[src/rtl/alu_seq_ctrl.sv]
// Multi-cycle ALU sequencer: IDLE -> DECODE -> EXECUTE -> WRITEBACK | TRAP.
// Latency: strobes 3 cycles after accept (trap 2 cycles for illegal instr), 4-cycle throughput.
// Backpressure: instr_ready only in IDLE; instr_valid elsewhere is ignored. Optional macro ALU_SEQ_BRANCH_EN.
module alu_seq_ctrl #(
  parameter logic TRAP_ON_ERROR = 1'b1
) (
  input  logic        clk,
  input  logic        rst,
  input  logic [31:0] instr,
  input  logic        instr_valid,
  output logic        instr_ready,
  input  logic        flagC,
  input  logic        flagZ,
  input  logic        flagError,
  input  logic        flagNegativo,
  output logic [3:0]  SEL_OP,
  output logic        srcA_SEL,
  output logic        srcB_SEL,
  output logic        reg_we,
  output logic        pc_we,
  output logic        pc_src,
  output logic        done,
  output logic        trap
);

  localparam logic [3:0] OP_ADD  = 4'b0000;
  localparam logic [3:0] OP_SUB  = 4'b0001;
  localparam logic [3:0] OP_AND  = 4'b0010;
  localparam logic [3:0] OP_OR   = 4'b0011;
  localparam logic [3:0] OP_XOR  = 4'b0100;
  localparam logic [3:0] OP_SLL  = 4'b0101;
  localparam logic [3:0] OP_SRL  = 4'b0110;
  localparam logic [3:0] OP_SRA  = 4'b0111;
  localparam logic [3:0] OP_SLT  = 4'b1000;
  localparam logic [3:0] OP_SLTU = 4'b1001;

  localparam logic [6:0] OPC_R     = 7'b0110011;
  localparam logic [6:0] OPC_I     = 7'b0010011;
  localparam logic [6:0] OPC_AUIPC = 7'b0010111;
`ifdef ALU_SEQ_BRANCH_EN
  localparam logic [6:0] OPC_BR    = 7'b1100011;
`endif

  typedef enum logic [2:0] {
    IDLE      = 3'd0,
    DECODE    = 3'd1,
    EXECUTE   = 3'd2,
    WRITEBACK = 3'd3,
    TRAP      = 3'd4
  } state_t;

  state_t     state, state_nxt;

  // Only opcode/funct3/funct7 matter; register and immediate fields are not used here.
  logic [6:0] opc_q;
  logic [2:0] f3_q;
  logic [6:0] f7_q;

  logic       dec_legal;
  logic [3:0] dec_op;
  logic       dec_a;
  logic       dec_b;

`ifdef ALU_SEQ_BRANCH_EN
  logic       dec_branch;
  logic       is_branch;
  logic       br_taken;
  logic       taken_now;
  logic       unused_sig;
  assign unused_sig = ^{instr[24:15], instr[11:7]};
`else
  logic       unused_sig;
  assign unused_sig = ^{flagC, flagZ, flagNegativo, instr[24:15], instr[11:7]};
`endif

  // funct3 -> ALU op; alt is funct7[5], sub_ok selects SUB on funct3 000 (R-type only).
  function automatic logic [3:0] alu_map(input logic [2:0] f3, input logic alt, input logic sub_ok);
    logic [3:0] op;
    case (f3)
      3'b000:  op = (alt && sub_ok) ? OP_SUB : OP_ADD;
      3'b001:  op = OP_SLL;
      3'b010:  op = OP_SLT;
      3'b011:  op = OP_SLTU;
      3'b100:  op = OP_XOR;
      3'b101:  op = alt ? OP_SRA : OP_SRL;
      3'b110:  op = OP_OR;
      default: op = OP_AND;
    endcase
    return op;
  endfunction

  // Instruction decode of the latched word, used during DECODE.
  always_comb begin
    dec_legal  = 1'b0;
    dec_op     = OP_ADD;
    dec_a      = 1'b0;
    dec_b      = 1'b0;
`ifdef ALU_SEQ_BRANCH_EN
    dec_branch = 1'b0;
`endif
    case (opc_q)
      OPC_R: begin
        dec_legal = (f7_q == 7'b0000000) || (f7_q == 7'b0100000);
        dec_op    = alu_map(f3_q, f7_q[5], 1'b1);
      end
      OPC_I: begin
        dec_legal = 1'b1;
        dec_b     = 1'b1;
        dec_op    = alu_map(f3_q, f7_q[5], 1'b0);
      end
      OPC_AUIPC: begin
        dec_legal = 1'b1;
        dec_a     = 1'b1;
        dec_b     = 1'b1;
      end
`ifdef ALU_SEQ_BRANCH_EN
      OPC_BR: begin
        dec_legal  = (f3_q != 3'b010) && (f3_q != 3'b011);
        dec_op     = OP_SUB;
        dec_branch = 1'b1;
      end
`endif
      default: dec_legal = 1'b0;
    endcase
  end

`ifdef ALU_SEQ_BRANCH_EN
  // Branch condition from the SUB flags; flagC=1 means no borrow (A >= B unsigned).
  always_comb begin
    taken_now = 1'b0;
    case (f3_q)
      3'b000:  taken_now = flagZ;
      3'b001:  taken_now = !flagZ;
      3'b100:  taken_now = flagNegativo;
      3'b101:  taken_now = !flagNegativo;
      3'b110:  taken_now = !flagC;
      3'b111:  taken_now = flagC;
      default: taken_now = 1'b0;
    endcase
  end
`endif

  // Next-state and Moore strobes; all strobes come from the state so a reset cancels them.
  always_comb begin
    state_nxt   = state;
    instr_ready = 1'b0;
    reg_we      = 1'b0;
    pc_we       = 1'b0;
    pc_src      = 1'b0;
    done        = 1'b0;
    trap        = 1'b0;
    case (state)
      IDLE: begin
        instr_ready = 1'b1;
        if (instr_valid) state_nxt = DECODE;
      end
      DECODE:  state_nxt = dec_legal ? EXECUTE : TRAP;
      EXECUTE: state_nxt = (TRAP_ON_ERROR && flagError) ? TRAP : WRITEBACK;
      WRITEBACK: begin
        pc_we     = 1'b1;
        done      = 1'b1;
`ifdef ALU_SEQ_BRANCH_EN
        reg_we    = !is_branch;
        pc_src    = is_branch && br_taken;
`else
        reg_we    = 1'b1;
`endif
        state_nxt = IDLE;
      end
      TRAP: begin
        trap      = 1'b1;
        state_nxt = IDLE;
      end
      default: state_nxt = IDLE;
    endcase
  end

  // State register, instruction latch and ALU control registers.
  always_ff @(posedge clk) begin
    if (rst) begin
      state    <= IDLE;
      opc_q    <= '0;
      f3_q     <= '0;
      f7_q     <= '0;
      SEL_OP   <= OP_ADD;
      srcA_SEL <= 1'b0;
      srcB_SEL <= 1'b0;
`ifdef ALU_SEQ_BRANCH_EN
      is_branch <= 1'b0;
      br_taken  <= 1'b0;
`endif
    end else begin
      state <= state_nxt;
      if (state == IDLE && instr_valid) begin
        opc_q <= instr[6:0];
        f3_q  <= instr[14:12];
        f7_q  <= instr[31:25];
      end
      if (state == DECODE && dec_legal) begin
        SEL_OP   <= dec_op;
        srcA_SEL <= dec_a;
        srcB_SEL <= dec_b;
`ifdef ALU_SEQ_BRANCH_EN
        is_branch <= dec_branch;
`endif
      end
`ifdef ALU_SEQ_BRANCH_EN
      if (state == EXECUTE) br_taken <= taken_now;
`endif
    end
  end

endmodule

[config.mk]
export PLATFORM = sky130hd
export DESIGN_NAME = alu_seq_ctrl
export DESIGN_NICKNAME = d
export VERILOG_FILES = /design/src/rtl/alu_seq_ctrl.sv
export SDC_FILE = /design/constraint.sdc
export NUM_CORES = 1
export LEC_CHECK = 0
export ABC_CLOCK_PERIOD_IN_PS = 1900
export BUFFER_PORTS_ARGS = -buffer_cell sky130_fd_sc_hd__buf_2
export CORE_ASPECT_RATIO = 1.75
export CORE_MARGIN = 2
export CORE_UTILIZATION = 45
export DETAILED_ROUTE_END_ITERATION = 7
export MAX_ROUTING_LAYER = met4
export PLACE_DENSITY = 0.77
export SYNTH_ARGS = -nofsm -noshare
export SYNTH_HDL_FRONTEND = slang
export SYNTH_SLANG_ARGS = --single-unit
[constraint.sdc]
create_clock -name clk -period 1.9 [get_ports clk]
set_clock_uncertainty 0.1 [all_clocks]
set_input_delay 0.095 -clock clk [delete_from_list [all_inputs] [get_ports clk]]
set_output_delay 0.095 -clock clk [all_outputs]
set_load 0.03 [all_outputs]
==> results.yml, run 1 <==
routing:
  wl_per_cell_um: 11.6
  top_layer: "met4"
  dr_wl_met2_um: 1290
  ant_nets: 0
  drtPass1Iterations: 2
  num_vias: 1047
  dr_wl_met3_um: 82
  post_drt_via_cell_ratio: 5.08
  drcViolationCount: 0
  drt_iter0_drc: 4
  met1_length_um: 956
  wl_um: 2380
logic_synthesis:
  avgSynthCellArea_um2: 8.31
  syn-cell-area_um2: 1140
  syn_inst: 137
  async_flop_share_pct: 0
  dominantRegCellSynth: "dfxtp_1"
  yosys_warnings: 0
  synth_edf_count: 0
  ys_seq_area_share_pct: 45.7
  ys_top_cells_by_area: "dfxtp_1 (46%), nand2_1 (12%), a21oi_1 (7.9%)"
  synth_top_cell_by_area: "dfxtp_1"
  synth_top_area_share_pct: 45.7
  synth.distinct_cells: 30
  synth-seq-cells: 26
  synth.net_count: 176
critical_path:
  cp_data_arrival_time_ps: 1810
  cp.required_ps: 1950
  cp_max_fo: 4
  critPathSlowestCell: "or4_4"
  end_kind: "flip-flop"
  path_cells: "or4_4 > o41ai_4 > nand3_2 > mux2i_1"
  path_class: "flip-flop to flip-flop"
  cpPeakStageDelay_ps: 540
  start_kind: "flip-flop"
cells_and_area:
  fillers: 228
  antenna_cells: 0
  final_nets: 221
  syn2layout_area_growth_pct: 32.2
  drive_above_1_share_pct: 23.3
  fin_cells: 206
die:
  die_y_um: 70.5
  dieArea_um2: 2960
  die_x_um: 42.0
  boundaryPins: 51
  core_um2: 2460
  num_rows: 24
  start_util_pct: 46.2
sta:
  fmax_mhz: 568
  setup_viol: 0
  slew_viol_final: 0
  relSlewSlack_pct: 58.1
  tightest_slew_ps: 623
  hold_violations: 0
  min_period_ps: 1760
  fin_tns_setup_ps: 0
  rsz0062_at_grt: "false"
  fin_crit_sh_pct: 92.7
clocking:
  cts_sinks: 26
  cts.clk_slew.worst_paths_ps: 80
  clk-insertion-delay-late_ps: 260
  numCtsBuffers: 3
  h-tree-depth: 1
  cts-root-buf: "clkbuf_8"
  clock_path_buffers: 2
  cts_setup_buffers: 0
  cts_tree: "built"
placed_design:
  placed_cells: 186
  place.gp.congestion: 0.774
  hpwl_um: 1670
  portBuffers: 31
grt:
  grt.total_usage_pct: 18.6
  grt_max_degree: 29
  grt_overflow: 0
  grt_pass1_wl_um: 4240
  grt_pass1_vias: 1038
  antenna_found_initial: 0
status:
  status: "finished clean"
run:
  cap_violations: 0
power_and_ir_drop:
  p_leak_nw: 0.645
  vdd.ir_drop.worst_v: 0.000502
  p_per_area_nw_per_um2: 689
hold_path:
  hp-class: "input pin to flip-flop"
## worst paths after layout
| check | slack (ps) | endpoint | from | cells after the start |
|---|---|---|---|---|
| worst max-delay path | 140 | SEL_OP[3] | f7_q[2] | 4 |
| worst min-delay path | 20 | state[2] | flagError | 3 |
| worst max register to register | 140 | SEL_OP[3] | f7_q[2] | 4 |
| worst min register to register | 350 | opc_q[3] | opc_q[3] | 2 |
## flip-flops by register name, indices dropped and copies added (netlist names)
name,count
state,3
srcA_SEL,1
opc_q,7
SEL_OP,4
f7_q,7
srcB_SEL,1
f3_q,3
## per-stage QoR
step	power [mW]	cell area [um^2]	utilization, %	hold slack, ps	setup WS [ps]
finish	1.04	1510	61.1	16.2	139
global route	1.09	1510	61.1	11.9	18.9
CTS	1.05	1510	61.1	18.8	113
detailed placement	0.722	1290	52.5	242	123
global placement	0.718	1290	52.5	236	159
floorplan	0.683	1140	-	131	122
## power by group
| part | internal, mW | switching [mW] |
|---|---|---|
| sequential | 0.569 | 0.0231 |
| clock | 0.142 | 0.158 |
| combinational | 0.0748 | 0.0691 |
| total | 0.786 | 0.251 |
## synth_stat cells (2+ instances only)
cell type,number
nand3_1,2
inv_1,4
dfxtp_1,26
nand2_1,37
nor3b_1,2
mux2i_1,5
nor2_1,3
nand3b_1,4
nand2b_1,6
o21ai_0,2
buf_4,3
clkbuf_1,4
o211ai_1,2
buf_2,3
nor4_1,2
a21oi_1,18
## worst max-delay path: cells and delay by family (launching register included)
family | cells | cell delay [ps]
compound gates | 1 | 320
flops | 1 | 320
mux | 1 | 170
simple gates | 2 | 750
## kinds of logic after synthesis
group,count (synthesis),share of synthesized area [%]
flops,26,45.7
buf+inv,14,5.93
compound gates,27,15.4
simple gates,64,28.2
mux,5,4.40
other cells,1,0.329
## metal layers
metal | GRT usage (%) | vias up
li1 | - | 550
met5 | - | -
met3 | 2.55 | 4
met4 | 8.33 | 0
met1 | 18.6 | 469
met2 | 34.5 | 24
## layout by cell type (no fill, tap or decap)
cell / instances
nand3_2: 1
dlygate4sd3_1: 17
nand3_1: 2
dfxtp_1: 26
nand4b_1: 1
a21oi_1: 18
nor2_1: 3
nor4_1: 2
and2_1: 1
and3_2: 1
nor4b_1: 1
buf_4: 2
o22ai_1: 1
or4_4: 1
nor3b_1: 2
and3b_1: 1
nand3b_1: 4
inv_1: 4
o32ai_1: 1
nor3_2: 1
buf_2: 31
o41ai_4: 1
o2bb2ai_1: 1
a31o_2: 1
clkbuf_8: 3
nand2_1: 37
o21ai_0: 2
mux2i_1: 5
nand2b_1: 6
conb_1: 1
o211ai_1: 2
## layout make-up
class / instances / area (um^2) / area share [%]
flip-flops and latches: 26 / 520 / 34.6
well taps: 26 / 32.5 / 2.16
inverters: 4 / 15.0 / 0.998
multi-input cells: 97 / 556 / 36.9
clock buffers: 3 / 41.3 / 2.74
repair buffers: 50 / 340 / 22.6
## what timing repair did
item,CTS,global route
gates resized for setup,0,0
hold buffers,17,0
hold endpoints to repair,17,0
No activity file was read; power rests on OpenSTA's default activity.
==> run 2: changes to the inputs <==
PLACE_DENSITY = 0.74   (was 0.77)
==> results.yml, run 2 (synthesis results as in run 1) <==
status:
  status: "finished, violations left"
  violations: "negative hold slack"
critical_path:
  path_class: "flip-flop to flip-flop"
  cpPeakStageDelay_ps: 540
  reg2reg_setup_slack_ps: 150
  end_kind: "flip-flop"
  regToRegStartpoint: "f7_q[2]"
  cp_data_arrival_time_ps: 1810
  start_kind: "flip-flop"
  critPathLaunch: "f7_q[2]"
  path_cells: "or4_4 > o41ai_4 > nand3_2 > mux2i_1"
  r2r_cells: 4
  critPathSlowestCell: "or4_4"
  cp.required_ps: 1960
  cp_max_fo: 4
  regToRegEndpoint: "SEL_OP[2]"
sta:
  fin_tns_setup_ps: 0
  min_period_ps: 1750
  rsz0062_at_grt: "false"
  setup_viol: 0
  hold_violations: 1
  tightest_slew_ps: 675
  fin_crit_sh_pct: 92.3
  whs_ps: -8.20
  relSlewSlack_pct: 54.6
  slew_viol_final: 0
  fmax_mhz: 570
grt:
  grt_overflow: 0
  antenna_found_initial: 0
  grt_pass1_vias: 1023
  grt_pass1_wl_um: 4200
  grt_max_degree: 29
  grt.total_usage_pct: 18.5
clocking:
  cts.clk_slew.worst_paths_ps: 90
  cts_sinks: 26
  post_cts_resized: 0
  cts_setup_buffers: 0
  cts_tree: "built"
  clock_path_buffers: 2
  clk-insertion-delay-late_ps: 270
  cts-root-buf: "clkbuf_8"
  h-tree-depth: 1
  numCtsBuffers: 3
cells_and_area:
  fin_area_um2: 1530
  drive_above_1_share_pct: 23.9
  layout_commonest_cell: "nand2_1"
  syn2layout_area_growth_pct: 34.0
  fin_cells: 206
  final_cell_mix: "nand2_1 (37), buf_2 (31), dfxtp_1 (26)"
  reg_top3: "f7_q x7, opc_q x7, SEL_OP x4"
  antenna_cells: 0
  final_nets: 220
routing:
  num_vias: 1053
  drtPass1Iterations: 4
  met1_length_um: 923
  post_drt_via_cell_ratio: 5.11
  wl_um: 2410
  top_layer: "met4"
  wl_per_cell_um: 11.7
  dr_wl_met2_um: 1330
  ant_nets: 0
  drcViolationCount: 0
  dr_wl_met3_um: 98
  drt_iter0_drc: 13
placed_design:
  hpwl_um: 1740
  placed_cells: 186
  portBuffers: 31
  placed_area_um2: 1290
  place.gp.congestion: 0.764
die:
  start_util_pct: 46.2
  num_rows: 24
  boundaryPins: 51
  die_x_um: 42.0
  die_y_um: 70.5
  dieArea_um2: 2960
  core_um2: 2460
hold_path:
  hp-start: "instr[14]"
  hp-class: "input pin to flip-flop"
  hold_depth: 3
  holdPathEnd: "f3_q[2]"
power_and_ir_drop:
  p_per_area_nw_per_um2: 778
  p_leak_nw: 0.655
  vdd.ir_drop.worst_v: 0.000587
run:
  cap_violations: 0
## run 2: cell count changes in the layout (fill, tap and decap cells not counted), sizes merged
cell / previous run / this run
dlygate4sd3: 17 / 16
bufinv: 0 / 1
## run 2: report_power, final
part | internal (mW) | total [mW] | switching [mW]
sequential | 0.569 | 0.593 | 0.0238
combinational | 0.0734 | 0.142 | 0.0691
clock | 0.282 | 0.451 | 0.169
## run 2: layout make-up
| class | instances | area [um^2] |
|---|---|---|
| inverter | 4 | 15.0 |
| sequential | 26 | 520 |
| clock inverter | 1 | 30.0 |
| multi-input combinational | 97 | 556 |
| timing repair buffer | 49 | 330 |
| fill | 217 | 937 |
| clock buffer | 3 | 41.3 |
| tap | 26 | 32.5 |
## run 2: per-layer routing
metal	GRT usage, %	up-vias
li1	-	546
met1	18.5	475
met2	33.7	25
met3	3.32	7
met4	8.68	0
met5	-	-
## run 2: worst max-delay path, delay by kind of cell (launching register included)
kind,cells,cell delay [ps]
flops,1,330
compound gates,1,310
simple gates,2,740
mux,1,160
## run 2: worst max-delay path by stage
stage,endpoint,depth (start not counted)
6_report,SEL_OP[2],4
4_1_cts,SEL_OP[2],4
2_1_floorplan,f3_q[0],6
3_3_place_gp,SEL_OP[0],4
5_1_grt,SEL_OP[2],4
3_5_place_dp,SEL_OP[2],4
## run 2: stage by stage
stage	worst slack (ps)	hold WS, ps	power [mW]	util, %
after floorplan	122	131	0.683	-
after global placement	159	237	0.718	52.5
after detailed placement	148	240	0.724	52.5
after CTS	139	2.33	1.20	61.9
after global routing	4.97	6.90	1.24	61.9
final	146	-8.20	1.19	61.9
## run 2: what timing repair did
item	in CTS	in global routing
hold endpoints to repair	16	0
setup endpoints to repair	0	0
hold buffers	16	0
==> run 3: changes to the inputs <==
--- a/config.mk
+++ b/config.mk
@@ -12,4 +12,5 @@
 export CORE_UTILIZATION = 45
 export DETAILED_ROUTE_END_ITERATION = 7
+export HOLD_SLACK_MARGIN = 0.03
 export MAX_ROUTING_LAYER = met4
 export PLACE_DENSITY = 0.74
==> constraint.sdc (replaced) <==
create_clock -name clk -period 1.9 [get_ports clk]
set_clock_uncertainty 0.1 [all_clocks]
set_input_delay 0.475 -clock clk [delete_from_list [all_inputs] [get_ports clk]]
set_output_delay 0.475 -clock clk [all_outputs]
set_load 0.03 [all_outputs]
==> results.yml, run 3 (synthesis results as in run 1) <==
routing:
  wl_um: 2370
  drtPass1Iterations: 4
  drt_iter0_drc: 24
  drcViolationCount: 0
  wl_per_cell_um: 12.4
  ant_nets: 0
  post_drt_via_cell_ratio: 5.25
  num_vias: 1003
power_and_ir_drop:
  total_power_mw: 1.07
  vdd.ir_drop.worst_v: 0.000527
  p_leak_nw: 0.587
  p_per_area_nw_per_um2: 788
cells_and_area:
  syn2layout_area_growth_pct: 19.1
  final_nets: 205
  layout_commonest_cell: "nand2_1"
  multi_input_area_um2: 556
  final_cell_mix: "nand2_1 (37), buf_2 (31), dfxtp_1 (26)"
  reg_top3: "f7_q x7, opc_q x7, SEL_OP x4"
  fin_util_pct: 55.1
  antenna_cells: 0
  fin_cells: 191
  fillers: 246
  drive_above_1_share_pct: 26.7
  regArea_um2: 520
  fin_area_um2: 1360
sta:
  relSlewSlack_pct: 65.2
  fin_tns_setup_ps: 0
  hold_violations: 0
  whs_ps: 331
  setup_viol: 0
  rsz0062_at_grt: "false"
  fin_crit_sh_pct: 93.3
  setup_ws_ps: 127
  tightest_slew_ps: 521
  fmax_mhz: 564
  min_period_ps: 1770
  slew_viol_final: 0
clocking:
  cts-root-buf: "clkbuf_8"
  cts_tree: "built"
  h-tree-depth: 1
  cts_setup_buffers: 0
  clk-insertion-delay-late_ps: 270
  cts_sinks: 26
  clock_path_buffers: 2
  post_cts_resized: 0
  cts.clk_slew.worst_paths_ps: 90
  ctsHoldBuffers: 0
  numCtsBuffers: 3
hold_path:
  hp-class: "input pin to flip-flop"
  hp-start: "instr[12]"
critical_path:
  path_class: "flip-flop to output port"
  cp_max_fo: 8
  end_kind: "output port"
  cpPeakStageDelay_ps: 490
  start_kind: "flip-flop"
  critPathLaunch: "state[1]"
  path_cells: "nand2_1 > nor2_1 > buf_2"
  critPathSlowestCell: "dfxtp_1"
  cp_data_arrival_time_ps: 1200
  regToRegStartpoint: "f7_q[2]"
  cp.required_ps: 1320
die:
  boundaryPins: 51
  die_y_um: 70.5
  num_rows: 24
  dieArea_um2: 2960
  start_util_pct: 46.2
  core_um2: 2460
  die_x_um: 42.0
placed_design:
  place.gp.congestion: 0.731
  placed_area_um2: 1300
  portBuffers: 31
  dp_slack_ps: 138
  placed_cells: 187
  hpwl_um: 1740
run:
  cap_violations: 0
grt:
  grt_pass1_vias: 983
  grt_max_degree: 21
  grt_pass1_wl_um: 4020
  grt.total_usage_pct: 17.7
  antenna_found_initial: 0
  grt_overflow: 0
status:
  status: "finished clean"
==> run 3: cell types whose count changed in the layout (fill, tap and decap cells not counted) <==
cell           delta
bufinv_16         -1
clkbuf_8          +1
buf_4             +1
dlygate4sd3_1    -16
==> run 3: final timing paths <==
kind	end	slack [ps]	cells past startpoint
max	done	130	3
min	f3_q[0]	330	3
max reg2reg	SEL_OP[2]	130	4
min reg2reg	opc_q[0]	360	2
==> run 3: final cells by class <==
class | instances | area share [%]
timing repair buffer | 34 | 13.1
inverter | 4 | 1.11
tap | 26 | 2.40
multi-input combinational | 97 | 41.0
clock buffer | 4 | 4.06
sequential | 26 | 38.4
==> run 3: layer usage <==
layer  vias to the layer above  part of all wire (%)  GRT usage, %
met5                         -                     0             -
met1                       458                    40          17.8
met4                         0                   2.2          8.33
met2                        23                    54          32.8
met3                         5                   3.6          2.30
li1                        517                     -             -
==> run 3: critical path, delay by kind of cell (launching register included) <==
kind,cells,cell delay (ps)
simple gates,2,220
flops,1,490
buf+inv,1,220
==> run 3: where the power goes <==
group	internal [mW]	switching (mW)	total, mW
sequential	0.569	0.0235	0.593
combinational	0.0520	0.0652	0.117
clock	0.185	0.173	0.358
